### config.mk
export PLATFORM = sky130hd
export DESIGN_NAME = ps2_scancode_ctrl
export DESIGN_NICKNAME = d
export VERILOG_FILES = /design/src/rtl/ps2_pkg.sv /design/src/rtl/ps2_event_fifo.sv /design/src/rtl/ps2_scancode_ctrl.sv
export SDC_FILE = /design/constraint.sdc
export NUM_CORES = 1
export LEC_CHECK = 0
export CORE_MARGIN = 5
export CORE_UTILIZATION = 49
export CTS_CLUSTER_SIZE = 8
export DETAILED_ROUTE_END_ITERATION = 16
export GPL_TIMING_DRIVEN = 0
export PLACE_DENSITY = 0.74
export SYNTH_ARGS = -nofsm -noshare
export SYNTH_HDL_FRONTEND = slang
export SYNTH_SLANG_ARGS = --single-unit
### constraint.sdc
create_clock -name clock -period 2.1 [get_ports clock]
set_input_delay 0.63 -clock clock [delete_from_list [all_inputs] [get_ports clock]]
set_output_delay 0.63 -clock clock [all_outputs]
set_load 0.01 [all_outputs]
### src/rtl/ps2_pkg.sv
// Shared constants, state encoding and event layout for the PS/2 scancode path.
// Build option: PS2_EXTENDED_EN enables E0 (extended) prefix decoding.
package ps2_pkg;

    localparam logic [7:0] PS2_PREFIX_EXT = 8'hE0;
    localparam logic [7:0] PS2_PREFIX_BRK = 8'hF0;
    localparam logic [7:0] PS2_ERR_00     = 8'h00;
    localparam logic [7:0] PS2_ERR_FF     = 8'hFF;

    localparam logic [1:0] ST_IDLE    = 2'd0;
    localparam logic [1:0] ST_EXT     = 2'd1;
    localparam logic [1:0] ST_BRK     = 2'd2;
    localparam logic [1:0] ST_EXT_BRK = 2'd3;

    typedef enum logic [1:0] {
        S_IDLE    = ST_IDLE,
        S_EXT     = ST_EXT,
        S_BRK     = ST_BRK,
        S_EXT_BRK = ST_EXT_BRK
    } ps2_state_e;

    localparam int EVT_W        = 10;
    localparam int EVT_CODE_LSB = 0;
    localparam int EVT_CODE_MSB = 7;
    localparam int EVT_REL_BIT  = 8;
    localparam int EVT_EXT_BIT  = 9;

    // Bytes the receiver reports on a framing/parity error.
    function automatic logic is_err_byte(input logic [7:0] b);
        return (b == PS2_ERR_00) || (b == PS2_ERR_FF);
    endfunction

endpackage

### src/rtl/ps2_event_fifo.sv
// Generic show-ahead synchronous FIFO with separate occupancy counter.
// Head entry is read combinationally from storage; no write-to-read bypass.
module ps2_event_fifo #(
    parameter int W     = 10,
    parameter int DEPTH = 4,
    localparam int AW   = $clog2(DEPTH),
    localparam int CW   = AW + 1
) (
    input  logic          i_clk,
    input  logic          i_rst_n,
    input  logic          i_clear,
    input  logic          i_push,
    input  logic          i_pop,
    input  logic [W-1:0]  i_din,
    output logic [W-1:0]  o_dout,
    output logic          o_full,
    output logic          o_empty,
    output logic [CW-1:0] o_count
);

    logic [W-1:0]  r_mem [DEPTH];
    logic [AW-1:0] r_wptr;
    logic [AW-1:0] r_rptr;
    logic [CW-1:0] r_count;
    logic          w_rd;
    logic          w_wr;

    assign o_full  = (r_count == CW'(DEPTH));
    assign o_empty = (r_count == '0);
    assign o_count = r_count;
    assign o_dout  = r_mem[r_rptr];

    // A pop frees a slot in the same cycle, so a full FIFO still accepts.
    assign w_rd = i_pop && !o_empty;
    assign w_wr = i_push && (!o_full || w_rd);

    // Storage, pointers and occupancy; clear overrides push and pop.
    always_ff @(posedge i_clk or negedge i_rst_n) begin
        if (!i_rst_n) begin
            for (int i = 0; i < DEPTH; i++) r_mem[i] <= '0;
            r_wptr  <= '0;
            r_rptr  <= '0;
            r_count <= '0;
        end else if (i_clear) begin
            r_wptr  <= '0;
            r_rptr  <= '0;
            r_count <= '0;
        end else begin
            if (w_wr) begin
                r_mem[r_wptr] <= i_din;
                r_wptr        <= r_wptr + 1'b1;
            end
            if (w_rd) r_rptr <= r_rptr + 1'b1;
            if (w_wr && !w_rd)      r_count <= r_count + 1'b1;
            else if (!w_wr && w_rd) r_count <= r_count - 1'b1;
        end
    end

endmodule

### src/rtl/ps2_scancode_ctrl.sv
// PS/2 Set-2 prefix decoder: byte strobe synchroniser, E0/F0 FSM, event FIFO.
// Build option: PS2_EXTENDED_EN enables EXT / EXT_BRK states and evt_extended.
module ps2_scancode_ctrl
    import ps2_pkg::*;
#(
    parameter int FIFO_DEPTH  = 4,
    parameter int SYNC_STAGES = 2,
    localparam int CW         = $clog2(FIFO_DEPTH) + 1
) (
    input  logic          clock,
    input  logic          resetn,
    input  logic [7:0]    ps2_byte,
    input  logic          ps2_byte_valid,
    input  logic          clear,
    output logic          evt_valid,
    input  logic          evt_ready,
    output logic [7:0]    evt_code,
    output logic          evt_release,
    output logic          evt_extended,
    output logic          overflow,
    output logic [CW-1:0] evt_count
);

`ifdef PS2_EXTENDED_EN
    localparam int FW = EVT_W;
`else
    localparam int FW = EVT_W - 1;
`endif

    logic [SYNC_STAGES-1:0] r_sync;
    logic                   r_hist;
    logic                   w_strobe;
    ps2_state_e             r_state;
    ps2_state_e             w_next;
    logic                   w_push;
    logic                   w_pop;
    logic                   w_full;
    logic                   w_empty;
    logic [FW-1:0]          w_entry;
    logic [FW-1:0]          w_head;
    logic                   w_is_ext;
    logic                   w_is_brk;
    logic                   w_is_err;
    logic                   r_ovf;

    // Synchronise the receiver strobe and detect its rising edge.
    always_ff @(posedge clock or negedge resetn) begin
        if (!resetn) begin
            r_sync <= '0;
            r_hist <= 1'b0;
        end else begin
            r_sync <= {r_sync[SYNC_STAGES-2:0], ps2_byte_valid};
            r_hist <= r_sync[SYNC_STAGES-1];
        end
    end

    assign w_strobe = r_sync[SYNC_STAGES-1] && !r_hist;

    assign w_is_ext = (ps2_byte == PS2_PREFIX_EXT);
    assign w_is_brk = (ps2_byte == PS2_PREFIX_BRK);
    assign w_is_err = is_err_byte(ps2_byte);

    // Event flags follow from the state the final byte arrives in.
`ifdef PS2_EXTENDED_EN
    assign w_entry = {(r_state == S_EXT) || (r_state == S_EXT_BRK),
                      (r_state == S_BRK) || (r_state == S_EXT_BRK),
                      ps2_byte};
`else
    assign w_entry = {(r_state == S_BRK), ps2_byte};
`endif

    // Prefix state register.
    always_ff @(posedge clock or negedge resetn) begin
        if (!resetn) r_state <= S_IDLE;
        else         r_state <= w_next;
    end

    // Next state and push decision, evaluated only on a byte strobe.
    always_comb begin
        w_next = r_state;
        w_push = 1'b0;
        if (clear) begin
            w_next = S_IDLE;
        end else if (w_strobe) begin
            case (r_state)
                S_IDLE: begin
                    unique case (1'b1)
                        w_is_err: w_next = S_IDLE;
`ifdef PS2_EXTENDED_EN
                        w_is_ext: w_next = S_EXT;
`else
                        w_is_ext: w_next = S_IDLE;
`endif
                        w_is_brk: w_next = S_BRK;
                        default:  w_push = 1'b1;
                    endcase
                end
`ifdef PS2_EXTENDED_EN
                S_EXT: begin
                    unique case (1'b1)
                        w_is_err: w_next = S_IDLE;
                        w_is_ext: w_next = S_EXT;
                        w_is_brk: w_next = S_EXT_BRK;
                        default: begin
                            w_push = 1'b1;
                            w_next = S_IDLE;
                        end
                    endcase
                end
                S_EXT_BRK: begin
                    w_next = S_IDLE;
                    w_push = !(w_is_err || w_is_ext || w_is_brk);
                end
`endif
                S_BRK: begin
                    w_next = S_IDLE;
                    w_push = !(w_is_err || w_is_ext || w_is_brk);
                end
                default: w_next = S_IDLE;
            endcase
        end
    end

    assign w_pop = evt_valid && evt_ready && !clear;

    ps2_event_fifo #(
        .W     (FW),
        .DEPTH (FIFO_DEPTH)
    ) u_fifo (
        .i_clk   (clock),
        .i_rst_n (resetn),
        .i_clear (clear),
        .i_push  (w_push),
        .i_pop   (w_pop),
        .i_din   (w_entry),
        .o_dout  (w_head),
        .o_full  (w_full),
        .o_empty (w_empty),
        .o_count (evt_count)
    );

    // Sticky drop flag; a same-cycle pop makes room so nothing is lost.
    always_ff @(posedge clock or negedge resetn) begin
        if (!resetn)                          r_ovf <= 1'b0;
        else if (clear)                       r_ovf <= 1'b0;
        else if (w_push && w_full && !w_pop)  r_ovf <= 1'b1;
    end

    assign overflow    = r_ovf;
    assign evt_valid   = !w_empty;
    assign evt_code    = w_head[EVT_CODE_MSB:EVT_CODE_LSB];
    assign evt_release = w_head[EVT_REL_BIT];
`ifdef PS2_EXTENDED_EN
    assign evt_extended = w_head[EVT_EXT_BIT];
`else
    assign evt_extended = 1'b0;
`endif

endmodule
==> results of run 1 <==
==> area by class of cell <==
type | instances | area (sq um)
sequential | 48 | 1202
clock buffer | 6 | 72.57
fill | 305 | 1419
timing repair buffer | 44 | 434.2
multi-input combinational | 100 | 1140
tap | 52 | 65.06
inverter | 6 | 22.52
buffer | 5 | 53.80
clock inverter | 2 | 35.03
==> cells in the mapped netlist <==
library cell and n:
sky130_fd_sc_hd__nand2_1 3, sky130_fd_sc_hd__nor2_1 10, sky130_fd_sc_hd__nor3b_1 2, sky130_fd_sc_hd__buf_4 1, sky130_fd_sc_hd__a22oi_4 1, sky130_fd_sc_hd__buf_2 1
sky130_fd_sc_hd__or2_2 1, sky130_fd_sc_hd__clkbuf_1 2, sky130_fd_sc_hd__a21o_1 1, sky130_fd_sc_hd__or3_4 1, sky130_fd_sc_hd__and2_4 1, sky130_fd_sc_hd__o311ai_0 1
sky130_fd_sc_hd__o2111ai_1 1, sky130_fd_sc_hd__o211ai_1 1, sky130_fd_sc_hd__nand2_4 4, sky130_fd_sc_hd__nand4_1 2, sky130_fd_sc_hd__xnor2_1 2, sky130_fd_sc_hd__nand2b_1 2
sky130_fd_sc_hd__a21oi_2 1, sky130_fd_sc_hd__mux2_1 20, sky130_fd_sc_hd__fa_1 1, sky130_fd_sc_hd__dfrtp_1 48, sky130_fd_sc_hd__nor4_1 1, sky130_fd_sc_hd__o21ai_1 1
sky130_fd_sc_hd__conb_1 1, sky130_fd_sc_hd__a21oi_1 2, sky130_fd_sc_hd__inv_1 6, sky130_fd_sc_hd__nand3_1 1, sky130_fd_sc_hd__xor2_1 1, sky130_fd_sc_hd__mux2i_1 1
sky130_fd_sc_hd__o22ai_1 1, sky130_fd_sc_hd__buf_6 2, sky130_fd_sc_hd__mux4_2 9, sky130_fd_sc_hd__mux2_2 18, sky130_fd_sc_hd__or4_1 3, sky130_fd_sc_hd__ha_1 4
==> path summary, 6_finish.rpt <==
| check | from | endpoint | slack (ns) | cells past startpoint |
|---|---|---|---|---|
| setup / recovery | ps2_byte[3] | u_fifo.o_count[2]$_DFFE_PN0P_ | -0.37 | 9 |
| hold / removal | resetn | u_fifo.r_mem[13]$_DFFE_PN0P_ | 0.27 | 1 |
| setup reg to reg | u_fifo.o_count[0]$_DFFE_PN0P_ | u_fifo.o_count[2]$_DFFE_PN0P_ | 0.03 | 8 |
| hold reg to reg | r_sync[0]$_DFF_PN0_ | r_sync[1]$_DFF_PN0_ | 0.37 | 0 |
| max in group asynchronous | resetn | u_fifo.r_rptr[1]$_DFFE_PN0P_ | 1.30 | 2 |
| min in group clock | r_sync[0]$_DFF_PN0_ | r_sync[1]$_DFF_PN0_ | 0.37 | 0 |
==> metal layers <==
| layer | track usage, % | wire length [microns] | part of all wire [%] |
|---|---|---|---|
| met5 | 0 | 0 | 0 |
| met4 | 6.993 | 90 | 1.8 |
| met3 | 3.661 | 297 | 5.9 |
| met2 | 29.71 | 2654 | 53 |
| met1 | 22.54 | 1985 | 39 |
==> placed cells by master, fill, tap and decap left out, types with 3 or more instances in the layout <==
cell                              count
sky130_fd_sc_hd__dfrtp_1             47
sky130_fd_sc_hd__clkbuf_8             5
sky130_fd_sc_hd__nor2_1               9
sky130_fd_sc_hd__ha_1                 4
sky130_fd_sc_hd__buf_4               13
sky130_fd_sc_hd__nand2_8              5
sky130_fd_sc_hd__mux2_2              18
sky130_fd_sc_hd__clkdlybuf4s50_1      6
sky130_fd_sc_hd__inv_1                6
sky130_fd_sc_hd__nand2_1              3
sky130_fd_sc_hd__mux2_1              18
sky130_fd_sc_hd__buf_2                5
sky130_fd_sc_hd__mux4_2               9
sky130_fd_sc_hd__buf_6               15
sky130_fd_sc_hd__buf_8                5
==> cell families (layout without fill, tap and decap cells) <==
| group | Yosys count | after routing | share of synthesized area, % |
|---|---|---|---|
| multiplexers | 48 | 48 | 28.04 |
| flip-flops | 48 | 48 | 52.57 |
| AND/OR/NAND/NOR | 31 | 33 | 8.488 |
| buffers and inverters | 12 | 63 | 2.848 |
| AO/OA/AOI/OAI | 10 | 10 | 3.670 |
| adder cells (fa/ha/maj) | 5 | 5 | 3.067 |
| XOR/XNOR | 3 | 3 | 1.150 |
| other | 1 | 1 | 0.1641 |
==> flip-flops by register name (all words and copies together) (netlist names) <==
name            count
overflow            1
r_hist              1
r_state             1
r_sync              2
u_fifo.o_count      3
u_fifo.r_mem       36
u_fifo.r_rptr       2
u_fifo.r_wptr       2
==> timing repair <==
action,4_1_cts,5_1_grt
gates cloned,0,2
buffers inserted,15,3
pin swaps,7,2
setup endpoints to repair,51,50
gates resized for setup,99,10
==> power groups by stage <==
stage,Sequential [uW],Clock (uW),Combinational [uW]
final,1210,649,1420
after global routing,1230,704,1530
after CTS,1210,667,1300
after detailed placement,1210,0,1190
after global placement,1190,0,1150
after floorplan,1190,0,725
==> worst register-to-register path, delay by kind of cell, from the launching register on <==
family                   cells  cell delay [ns]
AO/OA/AOI/OAI                3             0.44
adder cells (fa/ha/maj)      1             0.35
buffers and inverters        1             0.14
flip-flops                   1             0.42
AND/OR/NAND/NOR              3             0.65
==> metrics by stage <==
| step | hold WS (ns) | cells | util [%] |
|---|---|---|---|
| after floorplan | 0.3312 | 158 | - |
| after global placement | 0.3410 | 236 | 60.30 |
| after detailed placement | 0.3616 | 237 | 60.64 |
| after CTS | 0.2842 | 258 | 65.99 |
| after global routing | 0.3142 | 263 | 68.07 |
| final | 0.2740 | 263 | 68.07 |
==> Implementation_results.wiki, run 1 <==
{| class="wikitable"
! Metric !! Value
|-
| Clock-pin slew reported for the worst setup and hold paths after clock tree synthesis || 0.08 ns
|-
| Number of buffers inserted during clock tree synthesis || 5
|-
| Top cell type by total area after synthesis || sky130_fd_sc_hd__dfrtp_1
|-
| Root Buffer Master || sky130_fd_sc_hd__clkbuf_8
|-
| Cell family with most CP delay || simple AND/OR/NAND/NOR gates
|-
| H-tree Lvls || 2
|-
| Final period demand of the worst path || 2.474 ns
|-
| IO buf count || 26
|-
| Psw || 967.1 uW
|-
| Max Fclk || 0.4043 GHz
|-
| Crit path required time || 2.33 ns
|-
| Clock Latency Late Sink || 0.30 ns
|-
| RePlAce Congestion || 0.7570
|-
| Critical Setup Path Class || in2reg
|-
| Setup Slack @ Placement || -1.224 ns
|-
| Max-capacitance violation count || 0
|-
| Area inside the core boundary || 4444 sq um
|-
| Total Die Area || 6129 sq um
|-
| Routed wire length || 5028 microns
|-
| Clock Tree Buf Depth || 2
|-
| Crit path largest cell delay || 0.56 ns
|-
| Critical path buffers and inverters || 1
|-
| PD cells || 1084 nW/um^2
|-
| Net count of the finished layout || 228
|-
| #FFs+latches synth || 48
|-
| Synthesized netlist net count || 176
|-
| Die X-Extent || 78.29 microns
|-
| Path type of the worst min-delay path || in2async
|-
| Combinational share of power || 43.4%
|-
| CP Capture Type || flip-flop
|-
| Inserted Diodes || 0
|-
| Final number of setup-violating endpoints || 49
|-
| Per-cell via count in the routed design || 5.719
|-
| Seq pwr share || 36.9%
|-
| Detailed-route wire length per cell || 19.12 microns
|-
| Critical path peak fanout || 2
|-
| YS warnings || 0
|-
| DRC viols || 0
|-
| Number of max-slew violations in the final report || 0
|-
| Layout cells sized above 1 || 45.50%
|-
| Post-synthesis area per instance || 14.46 sq um
|-
| Count of hold buffers inserted by post-cts repair || 0
|-
| Final Cycle Share || 117.8%
|-
| Final antenna-violating net count || 0
|-
| Overall routing resource usage || 17.69%
|-
| Instance count of the mapped netlist || 158
|-
| Data arrival at the endpoint of the critical path || 2.70 ns
|-
| Cell types with the largest area share after synthesis || sky130_fd_sc_hd__dfrtp_1 53%, sky130_fd_sc_hd__mux2_1 9.9%, sky130_fd_sc_hd__mux2_2 8.9%
|-
| Total number of placement rows || 24
|-
| TNS Setup || -5.073 ns
|-
| Clock share of power || 19.8%
|-
| Global-route wire length before repair || 8245 microns
|-
| Total I/O pin count || 28
|-
| Final setup margin || -0.3737 ns
|-
| Number of global-route vias before repair || 1,639
|-
| Detailed Route Iter0 Violations || 72
|-
| Signed area change from the synthesized netlist to the final layout || 32.42%
|-
| Length of the first detailed-routing pass in iterations || 4
|-
| Number of antenna violations at the first check in global routing || 0
|-
| Number of vias after detailed routing || 1,504
|-
| Unrepaired setup endpoints after global routing || true
|-
| Initial Util || 51.41%
|-
| Peak ir drop on the vdd network || 0.0004769 V
|-
| CP max stage cell || sky130_fd_sc_hd__or4_4
|-
| Cell area after synthesis || 2285 sq um
|-
| Pin count of the biggest net entering global routing || 30
|-
| GRT Residual Overflow || 0
|-
| Worst-case clock skew || 0.007202 ns
|-
| Placed cell area || 2695 sq um
|-
| Crit path launch type || input pin
|-
| PnR Total Power || 3281 uW
|-
| TritonCTS clock tree || yes
|-
| Net switching share of the total power || 29.48%
|-
| Leakage component of the power || 0.001385 uW
|-
| Sequential area share after synthesis || 52.57%
|-
| Failing checks || negative setup slack
|-
| Post-detailed-placement half-perimeter wirelength || 3245 microns
|-
| Chain of cells forming the critical path || buf_8 > or4_4 > a21oi_4 > or2_4 > nor2_4 > fa_2 > or4_1 > a21o_1 > a21oi_1
|-
| Chip Height || 78.29 microns
|-
| Distinct cells, synth || 36
|-
| Hold Vio Cnt, Final || 0
|-
| Clock tree sinks || 48
|-
| Post-route cell area || 3025 sq um
|-
| Yosys top cell area share || 52.57%
|-
| Status || complete, but fails checks
|-
| Int Pwr || 2314 uW
|}
No activity file was read; power rests on OpenSTA's default activity.
==> run 2: changes to the inputs <==
==> constraint.sdc (replaced) <==
create_clock -name clock -period 2.1 [get_ports clock]
set_input_delay 0.21 -clock clock [delete_from_list [all_inputs] [get_ports clock]]
set_output_delay 0.21 -clock clock [all_outputs]
set_load 0.01 [all_outputs]
==> run 2 against run 1 <==
  * The run still ends with negative setup slack left
  * Setup slack better by 0.37 ns
  * Critical endpoint unchanged
  * Combinational power shrank 19%
  * Flip-flop and latch count stayed put
  * Sequential share of layout area grew 3.6 points
  * Clock power down 11%
==> Implementation_results.wiki, run 2 (synthesized netlist as in run 1, its figures left out) <==
{| class="wikitable"
! Metric !! Value
|-
| Area inside the core boundary || 4444 sq um
|-
| Final antenna-violating net count || 0
|-
| Final period demand of the worst path || 2.102 ns
|-
| Path type of the worst min-delay path || in2reg
|-
| Worst-Margin Slew || 0.5390 ns
|-
| Clock Latency Late Sink || 0.30 ns
|-
| Number of global-route vias before repair || 1,543
|-
| Net count of the finished layout || 214
|-
| Leakage component of the power || 0.001343 uW
|-
| Met1 track utilization from global routing || 19.95%
|-
| Failing checks || negative setup slack
|-
| Number of flip-flops in the largest register || 36
|-
| Critical path peak fanout || 5
|-
| DRC viols || 0
|-
| CP max stage cell || sky130_fd_sc_hd__clkdlybuf4s50_1
|-
| Root Buffer Master || sky130_fd_sc_hd__clkbuf_8
|-
| Crit path largest cell delay || 0.56 ns
|-
| Setup Slack @ Placement || -0.7575 ns
|-
| Number of buffers inserted during clock tree synthesis || 5
|-
| Number of vias after detailed routing || 1,398
|-
| Clock Tree Buf Depth || 2
|-
| Global-route layer with the greatest usage || met2
|-
| Detailed Route Iter0 Violations || 79
|-
| Signed area change from the synthesized netlist to the final layout || 21.30%
|-
| Routed wire length || 4519 microns
|-
| Total I/O pin count || 28
|-
| Data arrival at the endpoint of the critical path || 2.34 ns
|-
| Length of the first detailed-routing pass in iterations || 4
|-
| GR Util met2 || 28.42%
|-
| Critical Setup Path Class || in2reg
|-
| Clock-pin slew reported for the worst setup and hold paths after clock tree synthesis || 0.09 ns
|-
| Crit path launch type || input pin
|-
| Final setup margin || -0.001819 ns
|-
| Total number of placement rows || 24
|-
| Peak ir drop on the vdd network || 0.0005985 V
|-
| Met3 Use GR || 2.860%
|-
| Total Die Area || 6129 sq um
|-
| Inserted Diodes || 0
|-
| Hold Vio Cnt, Final || 0
|-
| Status || complete, but fails checks
|-
| Global-route wire length before repair || 7638 microns
|-
| Final number of setup-violating endpoints || 1
|-
| Detailed-route wire length per cell || 18.15 microns
|-
| Max-capacitance violation count || 0
|-
| Pin count of the biggest net entering global routing || 37
|-
| FILL cells || 341
|-
| Post-detailed-placement half-perimeter wirelength || 3144 microns
|-
| RePlAce Congestion || 0.8316
|-
| Layout cells sized above 1 || 34.01%
|-
| TNS Setup || -0.001819 ns
|-
| Chip Height || 78.29 microns
|-
| IO buf count || 26
|-
| Number of antenna violations at the first check in global routing || 0
|-
| Per-cell via count in the routed design || 5.614
|-
| GRT Residual Overflow || 0
|-
| CP Capture Type || flip-flop
|-
| Register with the most flip-flops || u_fifo.r_mem
|-
| Overall routing resource usage || 16.06%
|-
| Die X-Extent || 78.29 microns
|-
| Initial Util || 51.41%
|-
| Unrepaired setup endpoints after global routing || true
|-
| TritonCTS clock tree || yes
|-
| H-tree Lvls || 2
|-
| Final Cycle Share || 100.1%
|-
| Crit path required time || 2.34 ns
|-
| Clock tree sinks || 48
|-
| Chain of cells forming the critical path || clkdlybuf4s50_1 > nor3b_1 > o21ai_1 > or2_4 > nor2_4 > fa_2 > or4_1 > a21o_1 > a21oi_2
|-
| Number of max-slew violations in the final report || 0
|-
| PD cells || 1057 nW/um^2
|-
| Max Fclk || 0.4758 GHz
|-
| Commonest non-fill, non-tap cell in the layout || sky130_fd_sc_hd__dfrtp_1
|-
| Worst-case clock skew || 0.009911 ns
|-
| Slew margin rel. || 63.61%
|-
| Top library cells by usage in the layout, fill and taps aside || 47 x sky130_fd_sc_hd__dfrtp_1, 20 x sky130_fd_sc_hd__mux2_1, 18 x sky130_fd_sc_hd__mux2_2
|}
-- run 2: path summary, 6_finish.rpt --
path | from | end | slack (ns) | cells after the start
min in group asynchronous | resetn | u_fifo.r_mem[20]$_DFFE_PN0P_ | 0.34 | 2
max in group asynchronous | resetn | r_sync[1]$_DFF_PN0_ | 1.26 | 3
worst max-delay path | clear | u_fifo.o_count[2]$_DFFE_PN0P_ | -0.002 | 9
worst max register to register | r_sync[1]$_DFF_PN0_ | u_fifo.o_count[2]$_DFFE_PN0P_ | -0.002 | 8
worst min register to register | r_sync[0]$_DFF_PN0_ | r_sync[1]$_DFF_PN0_ | 0.38 | 0
worst min-delay path | ps2_byte[3] | u_fifo.r_mem[30]$_DFFE_PN0P_ | 0.19 | 2
-- run 2: critical path, delay by kind of cell --
family,cells,cell delay [ns]
fa+ha+maj,1,0.37
simple gates,4,0.74
compound gates,3,0.46
buf+inv,1,0.56
-- run 2: report_power, final --
part           leakage, uW  total (uW)  internal, uW  switching (uW)
combinational     0.000664        1150           681             469
clock            0.0000445         578           268             310
sequential        0.000634        1200          1090             112
-- run 2: cell type report --
type	count	area [sq um]	area share, %
flip-flops and latches	48	1202	43.39
clock inverters	1	7.507	0.2709
inverters	6	22.52	0.8126
well taps	52	65.06	2.348
repair buffers	32	284.0	10.25
multi-input cells	98	1050	37.88
plain buffers	5	53.80	1.941
clock buffers	7	86.33	3.115
-- run 2: per-stage QoR --
step	hold slack, ns	instance area (sq um)	instances	util (%)	power (uW)
6_report	0.1925	2771	249	62.36	2930
4_1_cts	0.2001	2768	248	62.27	2971
5_1_grt	0.2161	2771	249	62.36	3105
2_1_floorplan	-0.08559	2312	158	-	1885
3_5_place_dp	0.1285	2653	237	59.68	2367
3_3_place_gp	0.3358	2638	236	59.35	2319
-- run 2: layer usage --
metal | share of wire, % | routed length, microns
met4 | 1.3 | 57
met2 | 53 | 2375
met1 | 43 | 1938
met5 | 0 | 0
met3 | 3.3 | 147
-- run 2: what timing repair did --
action,in CTS,in global routing
endpoints found under the hold margin,12,0
endpoints found under the setup margin,37,6
resized for setup,32,12
buffers inserted,3,1
pin swaps,5,2
hold buffers,1,0
